===== src/rtl/vga_mode_controller.sv =====
// Layer/mode select sequencer for the VGA compositing mux: debounced mode/layer buttons,
// frame-aligned commit, and a frame-counted hit flash that overrides the overlay field.
module vga_mode_controller #(
    parameter int unsigned DEBOUNCE_CYCLES = 1_000_000,
    parameter int unsigned FLASH_FRAMES    = 8,
    parameter logic [3:0]  DEFAULT_SEL     = 4'b0100
) (
    input  logic       clk_pixel_in,
    input  logic       rst_n_in,
    input  logic       btn_mode_in,
    input  logic       btn_layer_in,
    input  logic       new_frame_in,
    input  logic       hit_in,
    output logic [3:0] sel_out,
    output logic       flash_active_out,
    output logic       pending_out
);

    localparam int unsigned CntW = $clog2(DEBOUNCE_CYCLES);
    localparam int unsigned CtrW = (FLASH_FRAMES == 0) ? 1 : $clog2(FLASH_FRAMES + 1);
    localparam logic [CntW-1:0] CntMax = CntW'(DEBOUNCE_CYCLES - 1);
    localparam logic [CtrW-1:0] CtrLoad = CtrW'(FLASH_FRAMES);

    typedef enum logic [1:0] {StIdle, StArmed, StFlash} flash_state_e;

    // Bit 0 = mode button, bit 1 = layer button
    logic [1:0]      sync1_q, sync2_q, stable_q, stable_prev_q, press;
    logic [CntW-1:0] count_q [2];

    logic [3:0]      pending_q, pending_d, active_q, active_d;
    flash_state_e    state_q, state_d;
    logic [CtrW-1:0] ctr_q, ctr_d;
    logic            retrig_q, retrig_d;

    always_ff @(posedge clk_pixel_in) begin
        if (!rst_n_in) begin
            sync1_q       <= '0;
            sync2_q       <= '0;
            stable_q      <= '0;
            stable_prev_q <= '0;
            count_q[0]    <= '0;
            count_q[1]    <= '0;
        end else begin
            sync1_q       <= {btn_layer_in, btn_mode_in};
            sync2_q       <= sync1_q;
            stable_prev_q <= stable_q;
            for (int b = 0; b < 2; b++) begin
                if (sync2_q[b] != stable_q[b]) begin
                    if (count_q[b] == CntMax) begin
                        stable_q[b] <= sync2_q[b];
                        count_q[b]  <= '0;
                    end else begin
                        count_q[b] <= count_q[b] + CntW'(1);
                    end
                end else begin
                    count_q[b] <= '0;
                end
            end
        end
    end

    assign press = stable_q & ~stable_prev_q;

    // Commit takes the pre-press pending value; a same-cycle press waits for the next frame
    always_comb begin
        active_d  = new_frame_in ? pending_q : active_q;
        pending_d = pending_q;
        if (press[0]) begin
            pending_d[1:0] = pending_q[1:0] + 2'd1;
        end
        if (press[1]) begin
            pending_d[3:2] = (pending_q[3:2] >= 2'b10) ? 2'b00 : pending_q[3:2] + 2'd1;
        end
    end

    always_comb begin
        state_d  = state_q;
        ctr_d    = ctr_q;
        retrig_d = retrig_q;
        case (state_q)
            StIdle: begin
                if (hit_in && FLASH_FRAMES != 0) begin
                    state_d = StArmed;
                end
            end
            StArmed: begin
                if (new_frame_in) begin
                    state_d = StFlash;
                    ctr_d   = CtrLoad;
                end
            end
            StFlash: begin
                if (new_frame_in) begin
                    if (retrig_q) begin
                        ctr_d    = CtrLoad;
                        retrig_d = hit_in;
                    end else if (ctr_q == CtrW'(1)) begin
                        state_d  = StIdle;
                        retrig_d = 1'b0;
                    end else begin
                        ctr_d    = ctr_q - CtrW'(1);
                        retrig_d = hit_in;
                    end
                end else if (hit_in) begin
                    retrig_d = 1'b1;
                end
            end
            default: begin
                state_d  = StIdle;
                retrig_d = 1'b0;
            end
        endcase
    end

    always_ff @(posedge clk_pixel_in) begin
        if (!rst_n_in) begin
            pending_q        <= DEFAULT_SEL;
            active_q         <= DEFAULT_SEL;
            state_q          <= StIdle;
            ctr_q            <= '0;
            retrig_q         <= 1'b0;
            sel_out          <= DEFAULT_SEL;
            flash_active_out <= 1'b0;
            pending_out      <= 1'b0;
        end else begin
            pending_q        <= pending_d;
            active_q         <= active_d;
            state_q          <= state_d;
            ctr_q            <= ctr_d;
            retrig_q         <= retrig_d;
            sel_out          <= (state_d == StFlash) ? {2'b11, active_d[1:0]} : active_d;
            flash_active_out <= (state_d == StFlash);
            pending_out      <= (pending_d != active_d);
        end
    end

endmodule


===== config.mk =====
export PLATFORM = sky130hd
export DESIGN_NAME = vga_mode_controller
export DESIGN_NICKNAME = d
export VERILOG_FILES = /design/src/rtl/vga_mode_controller.sv
export SDC_FILE = /design/constraint.sdc
export NUM_CORES = 1
export LEC_CHECK = 0
export BUFFER_PORTS_ARGS = -buffer_cell sky130_fd_sc_hd__buf_2
export CORE_MARGIN = 2
export CORE_UTILIZATION = 60
export DETAILED_ROUTE_END_ITERATION = 6
export GPL_TIMING_DRIVEN = 1
export PLACE_DENSITY = 0.79
export RECOVER_POWER = 50
export SYNTH_ARGS = -nofsm -noshare
export SYNTH_HDL_FRONTEND = slang
export SYNTH_SLANG_ARGS = --single-unit

===== constraint.sdc =====
create_clock -name clk_pixel_in -period 2.55 [get_ports clk_pixel_in]
set_clock_uncertainty 0.05 [all_clocks]
set_input_delay 0.255 -clock clk_pixel_in [delete_from_list [all_inputs] [get_ports clk_pixel_in]]
set_output_delay 0.255 -clock clk_pixel_in [all_outputs]
set_load 0.02 [all_outputs]

==> impl_results.md <==
- Status: finished, final reports clean
- Syn_area_per_cell: 9.93 sq um
- Fin area: 3860 sq um
- Initial antenna violation count: 0
- Clock tree buffer depth: 2
- # port buffers: 11
- Worst-path fanout max: 10
- Number of global-route vias before repair: 2475
- Setup Fix Bufs, Post-CTS: 0
- Clock Sinks: 67
- Synth unique cells: a little under 50
- Die height: 79.7 um
- Setup violators final: 0
- Clk pin slew, worst setup/hold paths: 0.07 ns
- Final hold viol count: 0
- Area delta synth->final: 12.5%
- Worst path cell trace: or4_1, or4_4, o211ai_2, buf_4, nor2_1
- Syn Inst Count: 346
- DRT iter0 DRCs: 114
- Crit share post-route: 0.914
- Crit path kind: reg -> reg
- Seq/Total Area, Yosys: 0.507
- Unrepaired setup endpoints after global routing: no
- Drt pass-1 iters: 5
- Final hold slack: 0.0840 ns
- Post-synthesis async set-or-reset flop share: 0
- Die Area: 6350 sq um
- Ys flop type: edfxtp_1
- Type of origin of the critical path: register
- Worst Path Arrival: 2.38 ns
- GRT Overall Usage: 0.224
- Max incr delay on CP: 0.57 ns
- CORE AREA: 5510 sq um
- Gpl congestion: 0.815
- Setup TNS: 0 ns
- Dpl ws: 0.248 ns
- Layout cell share with drive strength beyond 1: 0.0725
- LEAKAGE: 0.00138 uW
- Worst vdd ir: 0.000299 V
- Reg area: 1740 sq um
- Slew Viols, Final: 0
- CTS H-tree depth: 3
- YS warnings: 0
- First-pass GRT wire length: 11000 um
- Pin slew with the least headroom to its limit: ~0.6 ns
- Bufs and invs on worst path: 1
- Fin cells: 472
- Synth area leader: edfxtp_1
- Clk Latency, worst-skew pair: between 0.3 and 0.4 ns
- Hold bufs inserted after CTS: 0
- DP Area: 3680 sq um
- F_max: 429 MHz
- Initial Utilization: 0.624
- IO Count: 12
- Cell area after synthesis: between 3000 and 4000 sq um
- Crit-path slowest cell: or4_1
- Crit path time final: 2.33 ns
- Setup crit end kind: register
- ANT nets after route: 0
- Num CTS Buffers: 9
- CTS tree: built
- Dpl cells: 456
- Post-layout nets: 405
- Top delay family on crit path: simple AND/OR/NAND/NOR gates
- Post-DR wirelength/cell: ~13 um
- Worst endpoint required time: 2.60 ns
- Routed WL: 6300 um
- Max_cap viols: 0
- Hold Path Class: in -> reg
- Multi-input combinational cell area: 1730 sq um
- Yosys top cell area share: 0.350
- Filler cell count: 403
- Seq cells post-synth: 67
- Ant diodes: 0
- GR Overflow Total: 0
- Drc violations: 0
- Pin count of the biggest net entering global routing: 20
- EDFF count, synth: 40
- CTS resizes: 0
- Slew headroom: 0.595
- Site Rows: 27
- Via Count: 2635
- Die width: 79.7 um
- Post-DP HPWL: 4310 um
- Root buffer cell: clkbuf_8
- Routed vias/inst: 5.58
- P per Cell Area: 566 nW/um^2
- Setup ws final: 0.221 ns
- Synth area leaders: edfxtp_1 35%, dfxtp_1 16%, xor2_1 4.8%
-- layout by cell type, fill, tap and decap left out, types with 2 or more instances in the layout --
| master | instances |
|---|---|
| a31oi_1 | 2 |
| conb_1 | 40 |
| nand3_1 | 15 |
| mux2i_1 | 6 |
| nand2b_1 | 3 |
| nor3_1 | 5 |
| inv_1 | 11 |
| or2_2 | 2 |
| nor4_1 | 4 |
| buf_2 | 4 |
| and2_0 | 5 |
| and2_1 | 9 |
| and4_1 | 3 |
| o211ai_1 | 2 |
| nand2_1 | 22 |
| o21a_1 | 2 |
| o22ai_1 | 2 |
| o31ai_1 | 7 |
| dfxtp_1 | 27 |
| nor4b_1 | 3 |
| or3b_2 | 3 |
| edfxtp_1 | 40 |
| ha_1 | 4 |
| or4_1 | 10 |
| or3_1 | 11 |
| o311ai_0 | 2 |
| a21oi_1 | 21 |
| clkbuf_8 | 13 |
| nor2_1 | 35 |
| nor2b_1 | 4 |
| nand3b_1 | 2 |
| nand4_1 | 9 |
| nor3b_1 | 2 |
| buf_4 | 3 |
| o21ai_0 | 12 |
| and3_1 | 5 |
| xor2_1 | 19 |
| xnor2_1 | 9 |
| clkbuf_1 | 9 |
-- sequential cells by signal, indices dropped and copies added (netlist names) --
register          flops
state_q               2
stable_prev_q         2
sel_out               4
pending_q             4
pending_out           1
ctr_q                 4
stable_q              2
retrig_q              1
sync1_q               2
sync2_q               2
count_q              40
flash_active_out      1
active_q              2
-- power by group --
part           switching, uW  internal [uW]
Combinational           73.2           45.5
Sequential              37.5           1180
Clock                    387            459
Total                    498           1690
-- through the flow --
| stage | total power, uW | utilization |
|---|---|---|
| 2_1_floorplan | 1330 | - |
| 3_3_place_gp | 1360 | 0.669 |
| 3_5_place_dp | 1360 | 0.669 |
| 4_1_cts | 2210 | 0.704 |
| 5_1_grt | 2290 | 0.702 |
| 6_report | 2190 | 0.702 |
-- per-layer routing --
| metal | wire, um | global-route usage |
|---|---|---|
| met2 | 2940 | 0.351 |
| met4 | 91 | 0.0897 |
| met5 | 0 | 0 |
| met1 | 2950 | 0.297 |
| met3 | 318 | 0.0588 |
-- cell usage after synthesis (2+ instances only) --
master	instances
edfxtp_1	40
nor2_1	35
dfxtp_1	27
nand2_1	22
a21oi_1	21
xor2_1	19
nand3_1	15
and2_1	14
o21ai_0	12
inv_1	11
or3_1	11
or4_1	10
clkbuf_1	9
nand4_1	9
xnor2_1	9
o31ai_1	7
mux2i_1	6
and3_1	5
nor3_1	5
buf_2	4
ha_1	4
nor2b_1	4
nor4_1	4
and4_1	3
nand2b_1	3
nor4b_1	3
or3b_2	3
a31oi_1	2
buf_4	2
nand3b_1	2
nor3b_1	2
o211ai_1	2
o21a_1	2
o22ai_1	2
o311ai_0	2
or2_2	2
-- path summary, 6_finish.rpt --
check,depth (start not counted),end,slack (ns),startpoint
max,5,count_q[1][12],0.22,count_q[1][13]
min,2,sync1_q[1],0.08,btn_layer_in
max reg2reg,5,count_q[1][12],0.22,count_q[1][13]
min reg2reg,1,sync2_q[1],0.40,sync1_q[1]
-- layout make-up --
class | count | area share
inverter | 11 | 0.0107
timing repair buffer | 15 | 0.0191
clock buffer | 15 | 0.0482
clock inverter | 1 | 0.00129
tap | 72 | 0.0233
multi-input combinational | 291 | 0.447
sequential | 67 | 0.451
-- worst register-to-register path, cell delays in order, from the launching register on --
cell and delay [ns]:
edfxtp_1 0.46, or4_1 0.57, or4_4 0.57, o211ai_2 0.18, buf_4 0.20, nor2_1 0.07
-- cells by family (layout without fill, tap and decap cells) --
kind of cell | count (synthesis) | in the layout | synth area share
other | 1 | 40 | 0.00109
buffers and inverters | 27 | 42 | 0.0331
and+or+nand+nor | 156 | 156 | 0.251
DFF | 67 | 67 | 0.507
muxes | 6 | 6 | 0.0175
AOI/OAI and AO/OA | 57 | 57 | 0.104
adders and majority gates | 4 | 4 | 0.0146
xor gates and xnor gates | 28 | 28 | 0.0714
No activity file was read; power rests on OpenSTA's default activity.
